`src/rtl/board_fsm.sv`:
```
// N x N tic-tac-toe board controller with a synchronized move button
// and combinational pixel-to-cell lookup for the display path.
module board_fsm #(
  parameter int N    = 3,
  parameter int CELL = 128,
  parameter int GAP  = 16,
  parameter int X0   = 112,
  parameter int Y0   = 32
) (
  input  logic             clk,
  input  logic             rst,
  input  logic             button,
  input  logic [N*N-1:0]   switches,
  input  logic [9:0]       x,
  input  logic [9:0]       y,
  output logic [2*N*N-1:0] board,
  output logic             turn,
  output logic [1:0]       state,
  output logic [1:0]       winner,
  output logic             err,
  output logic             square,
  output logic             highlight,
  output logic [1:0]       mark
);

  localparam int NC    = N * N;
  localparam int PITCH = CELL + GAP;

  typedef enum logic [1:0] {
    S_PLAY  = 2'b00,
    S_CHECK = 2'b01,
    S_WIN   = 2'b10,
    S_DRAW  = 2'b11
  } state_e;

  logic            sync1_q, sync2_q, hist_q;
  logic [1:0]      vld_q, vld_d;
  logic            armed_q, armed_d;
  logic [2*NC-1:0] board_q, board_d;
  logic            turn_q, turn_d;
  state_e          state_q, state_d;
  logic [1:0]      winner_q, winner_d;
  logic            err_q, err_d;

  logic press;
  logic sel_busy;
  logic legal;
  logic win;
  logic full;

  function automatic logic [1:0] cell_at(
    input logic [2*NC-1:0] b,
    input int              i
  );
    return b[2*i +: 2];
  endfunction

  // A button held through reset must be seen low once before it counts.
  always_comb begin
    vld_d   = {vld_q[0], 1'b1};
    armed_d = armed_q | (vld_q[1] & ~sync2_q);
  end

  assign press = sync2_q & ~hist_q & armed_q;

  always_comb begin
    sel_busy = 1'b0;
    for (int i = 0; i < NC; i++) begin
      if (switches[i] && cell_at(board_q, i) != 2'b00)
        sel_busy = 1'b1;
    end
  end

  assign legal = $onehot(switches) && !sel_busy;

  always_comb begin : p_lines
    logic ln;
    win  = 1'b0;
    full = 1'b1;
    ln   = 1'b0;
    for (int i = 0; i < NC; i++) begin
      if (cell_at(board_q, i) == 2'b00)
        full = 1'b0;
    end
    for (int r = 0; r < N; r++) begin
      ln = cell_at(board_q, r*N) != 2'b00;
      for (int c = 1; c < N; c++) begin
        if (cell_at(board_q, r*N+c) != cell_at(board_q, r*N))
          ln = 1'b0;
      end
      win = win | ln;
    end
    for (int c = 0; c < N; c++) begin
      ln = cell_at(board_q, c) != 2'b00;
      for (int r = 1; r < N; r++) begin
        if (cell_at(board_q, r*N+c) != cell_at(board_q, c))
          ln = 1'b0;
      end
      win = win | ln;
    end
    ln = cell_at(board_q, 0) != 2'b00;
    for (int i = 1; i < N; i++) begin
      if (cell_at(board_q, i*N+i) != cell_at(board_q, 0))
        ln = 1'b0;
    end
    win = win | ln;
    ln = cell_at(board_q, N-1) != 2'b00;
    for (int i = 1; i < N; i++) begin
      if (cell_at(board_q, i*N+N-1-i) != cell_at(board_q, N-1))
        ln = 1'b0;
    end
    win = win | ln;
  end

  always_comb begin
    board_d  = board_q;
    turn_d   = turn_q;
    state_d  = state_q;
    winner_d = winner_q;
    err_d    = 1'b0;
    unique case (state_q)
      S_PLAY: begin
        if (press) begin
          if (legal) begin
            for (int i = 0; i < NC; i++) begin
              if (switches[i])
                board_d[2*i +: 2] = {turn_q, ~turn_q};
            end
            state_d = S_CHECK;
          end else begin
            err_d = 1'b1;
          end
        end
      end
      S_CHECK: begin
        if (win) begin
          state_d  = S_WIN;
          winner_d = {turn_q, ~turn_q};
        end else if (full) begin
          state_d  = S_DRAW;
          winner_d = 2'b00;
        end else begin
          turn_d  = ~turn_q;
          state_d = S_PLAY;
        end
      end
      S_WIN, S_DRAW: begin
        if (press) begin
          board_d  = '0;
          winner_d = 2'b00;
          turn_d   = 1'b0;
          state_d  = S_PLAY;
        end
      end
      default: state_d = S_PLAY;
    endcase
  end

  always_ff @(posedge clk or negedge rst) begin
    if (!rst) begin
      sync1_q  <= 1'b0;
      sync2_q  <= 1'b0;
      hist_q   <= 1'b0;
      vld_q    <= 2'b00;
      armed_q  <= 1'b0;
      board_q  <= '0;
      turn_q   <= 1'b0;
      state_q  <= S_PLAY;
      winner_q <= 2'b00;
      err_q    <= 1'b0;
    end else begin
      sync1_q  <= button;
      sync2_q  <= sync1_q;
      hist_q   <= sync2_q;
      vld_q    <= vld_d;
      armed_q  <= armed_d;
      board_q  <= board_d;
      turn_q   <= turn_d;
      state_q  <= state_d;
      winner_q <= winner_d;
      err_q    <= err_d;
    end
  end

  assign board  = board_q;
  assign turn   = turn_q;
  assign state  = state_q;
  assign winner = winner_q;
  assign err    = err_q;

  // 12-bit geometry keeps X0 + N*PITCH from wrapping.
  logic [11:0] xe, ye;
  logic [N-1:0] in_col, in_row;

  always_comb begin
    xe = {2'b00, x};
    ye = {2'b00, y};
    for (int k = 0; k < N; k++) begin
      in_col[k] = (xe >= 12'(X0 + k*PITCH)) &&
                  (xe <  12'(X0 + k*PITCH + CELL));
      in_row[k] = (ye >= 12'(Y0 + k*PITCH)) &&
                  (ye <  12'(Y0 + k*PITCH + CELL));
    end
  end

  always_comb begin
    square    = 1'b0;
    highlight = 1'b0;
    mark      = 2'b00;
    for (int r = 0; r < N; r++) begin
      for (int c = 0; c < N; c++) begin
        if (in_row[r] && in_col[c]) begin
          square    = 1'b1;
          highlight = switches[r*N+c];
          mark      = cell_at(board_q, r*N+c);
        end
      end
    end
  end

endmodule

```
`config.mk`:
```
export PLATFORM = sky130hd
export DESIGN_NAME = board_fsm
export DESIGN_NICKNAME = d
export VERILOG_FILES = /design/src/rtl/board_fsm.sv
export SDC_FILE = /design/constraint.sdc
export NUM_CORES = 1
export LEC_CHECK = 0
export ABC_AREA = 1
export CAP_MARGIN = 20
export CORE_MARGIN = 2
export CORE_UTILIZATION = 46
export DETAILED_ROUTE_END_ITERATION = 12
export PLACE_DENSITY = 0.85
export SLEW_MARGIN = 20
export SYNTH_ARGS = -nofsm -noshare
export SYNTH_HDL_FRONTEND = slang
export SYNTH_SLANG_ARGS = --single-unit
```
`constraint.sdc`:
```
create_clock -name clk -period 1.7 [get_ports clk]
set_clock_uncertainty 0.1 [all_clocks]
set_input_delay 0.255 -clock clk [delete_from_list [all_inputs] [get_ports clk]]
set_output_delay 0.255 -clock clk [all_outputs]
set_load 0.05 [all_outputs]
```
==> flow_metrics.py <==
metrics = {
    "run_status": {
        "status": "finished with violations",
        "violations": "negative setup slack",
    },
    "global_route": {
        "grt_max_degree": 31,
        "grt_pass1_wl_mm": 16.5,
        "grt_pass1_vias": 3594,
        "track_usage_pct": 33.7,
        "gr-total-overflow": 0,
        "antenna_found_initial": 0,
    },
    "synthesis": {
        "synth_most_common_cell": "nand2_1",
        "synth_area_um2": 2570,
        "yosys.area_share.adder_pct": 4.87,
        "synth_top_family_by_area": "simple AND/OR/NAND/NOR gates",
        "async_flop_share_pct": 100,
        "synth_edf_count": 0,
        "syn_avg_cell_area_um2": 6.20,
        "yosys_warnings": 0,
        "synth_nets": 454,
        "synth_cells": 415,
        "yosysTopAreaCell": "dfrtp_1",
        "synth_top_flop_cell": "dfrtp_1",
        "synth.top_cells.by_area": "dfrtp_1, nand2_1, nand3_1, nor2_1, inv_1",
        "synthMuxAreaShare_pct": 0,
        "synth-compound-area-share_pct": 6.28,
        "synthTopCellsByCount": "nand2_1, nand3_1, nor2_1",
        "synth_top_area_share_pct": 29.2,
        "synth_cell_types": 32,
        "synth-simple-area-share_pct": 48.4,
        "ys_seq_elements": 30,
        "synth-xor-area-share_pct": 0,
        "synth-seq-area-share_pct": 29.2,
    },
    "job": {
        "cap_violations": 0,
    },
    "placement": {
        "io_buffers": 51,
        "gp_congestion": 1.01,
        "pre_cts_ws_ns": -2.87,
        "dpl.cell_count": 601,
        "hpwl_mm": 6.98,
    },
    "floorplan": {
        "die_area_um2": 6200,
        "chipWidth_um": 78.8,
        "floorplan.initialDensity_pct": 47.3,
        "ios": 60,
        "die_h_um": 78.8,
        "row_count": 27,
        "core_um2": 5440,
    },
    "timing": {
        "post-route-min-period_ns": 3.85,
        "hold_viol_final": 0,
        "final_max_slew_viol_count": 0,
        "setup_viol": 28,
        "worst_slack_ns": -2.15,
        "max_freq_mhz": 260,
        "rsz0062_at_grt": "yes",
        "fin_crit_sh_pct": 226,
        "tightest_slew_ns": 0.607,
        "relSlewSlack_pct": 59.1,
    },
    "cts": {
        "h-tree-depth": 2,
        "clk_latency_ns": 0.29,
        "cts_made_buffers": 5,
        "postCtsHoldBufs": 0,
        "clk_pin_slew_ns": 0.06,
        "cts_tree": "yes",
        "cts.sinks": 30,
        "max-clock-path-buffers": 2,
        "root_buffer": "clkbuf_8",
    },
    "critical_path": {
        "arrival_ns": 3.88,
        "worst_path_max_delay_cell": "fa_1",
        "path_cells": "buf_8 -> inv_8 -> fa_1 -> fa_1 -> fa_1 -> fa_2 -> fa_1 -> inv_2 -> nor2_2 -> o211ai_2 -> nor3_4 -> nand3_4 -> nand2_8 -> nand2_2 -> nand2_2 -> nand2_1",
        "cp_common_cell": "fa_1",
        "cpPeakStageDelay_ns": 0.55,
        "worstSetupPathType": "in2reg",
        "r2r_start": "board[13]",
        "crit_cells": 16,
        "startpoint": "switches[0]",
        "crit_family": "adder cells",
        "cp_num_buf_inv": 3,
        "crit_fanout": 7,
        "worstRegToRegCells": 10,
        "reg2reg_slack_ns": -0.50,
        "crit_path_end_kind": "flip-flop",
        "rr_endpoint": "board[3]",
        "cp-start-kind": "input port",
        "worstSetupEndpoint": "board[3]",
        "cp.required_ns": 1.73,
    },
    "worst_hold_path": {
        "min_from": "vld_q[0]",
        "holdCritPathClass": "reg2reg",
    },
    "pwr": {
        "leakage_nw": 2.31,
        "power.total_w": 0.00822,
        "peakVddDrop_v": 0.00152,
        "power.density_nw_per_um2": 1770,
    },
    "layout": {
        "final_cells": 634,
        "layout-drive-gt1-share_pct": 49.8,
        "areaGrowthSynthToFinish_pct": 80.3,
        "nets": 600,
        "antennaDiodeCount": 0,
    },
    "detailed_routing": {
        "drcViolationCount": 0,
        "vias_per_cell": 5.98,
        "post_drt_wl_per_cell_um": 19.4,
        "antenna_left": 0,
        "vias": 3793,
        "drtIter0Drc": 452,
        "firstDrtPassIters": 5,
        "postRouteWirelength_mm": 12.3,
    },
}
-- state kept, by name, summed over array words and instances, names as in the netlist --
name,cells
err,1
turn,1
vld_q,2
armed_q,1
sync2_q,1
sync1_q,1
board,18
winner,2
state,2
hist_q,1
-- power breakdown --
group / internal [W] / switching, W
logic: 0.00264 / 0.00363
clock network: 0.000325 / 0.000274
registers: 0.000979 / 0.000374
total: 0.00394 / 0.00428
-- routing by layer --
| metal | track usage, % | vias to the layer above | part of all wire [%] |
|---|---|---|---|
| met4 | 18.1 | 0 | 7.0 |
| met2 | 59.0 | 321 | 49 |
| met1 | 38.0 | 1747 | 34 |
| met5 | 0 | - | 0 |
| li1 | - | 1618 | - |
| met3 | 7.84 | 107 | 9.7 |
-- how the worst min path moves through the flow --
stage / to / slack (ns) / cells past startpoint
after global placement: vld_q[1] / 0.23 / 0
after global routing: vld_q[1] / 0.26 / 0
final: vld_q[1] / 0.25 / 0
after CTS: winner[0] / 0.26 / 2
after detailed placement: sync2_q / 0.24 / 0
after floorplan: armed_q / -0.14 / 0
-- what timing repair did --
item	CTS	global route
gates resized for setup	129	70
pin swaps	54	47
buffers inserted	15	9
setup endpoints to repair	26	28
cloned	2	0
-- final cells by class --
type / instances / area [um^2]
multi-input combinational: 318 / 1940
timing repair buffer: 144 / 1490
fill: 259 / 803
sequential: 30 / 773
inverter: 62 / 253
tap: 72 / 90.1
clock buffer: 6 / 82.6
clock inverter: 2 / 12.5
-- placed cells by master (no fill, tap or decap), types with 3 or more instances in the layout --
master           count
a21oi_1              4
buf_12              23
buf_4               86
buf_6               19
buf_8                5
clkbuf_8             6
clkdlybuf4s50_1      7
dfrtp_1             12
dfrtp_2             18
fa_1                 4
inv_1               32
inv_2               23
inv_4                3
nand2_1             98
nand2_2             35
nand2_4              7
nand3_1             50
nand3_2             14
nand3_4              3
nand4_1             11
nor2_1              36
nor2_2               5
nor2_4              14
o21ai_0             14
o21ai_1              4
-- kinds of logic (layout without fill, tap and decap cells) --
| family | Yosys count | after routing |
|---|---|---|
| adders and majority gates | 7 | 7 |
| other | 1 | 1 |
| buffers and inverters | 69 | 214 |
| and+or+nand+nor | 279 | 281 |
| DFF | 30 | 30 |
| AOI/OAI and AO/OA | 29 | 29 |
-- metrics by stage --
step	area, um^2	setup TNS [ns]	hold WS (ns)	utilization, %
finish	4640	-41.14	0.254	85.2
global route	4640	-44.08	0.259	85.2
CTS	4340	-41.32	0.255	79.8
detailed placement	3940	-58.65	0.239	72.5
global placement	3940	-55.60	0.234	72.5
floorplan	2660	-37.52	-0.141	-
(Power assumes the default switching activity.)
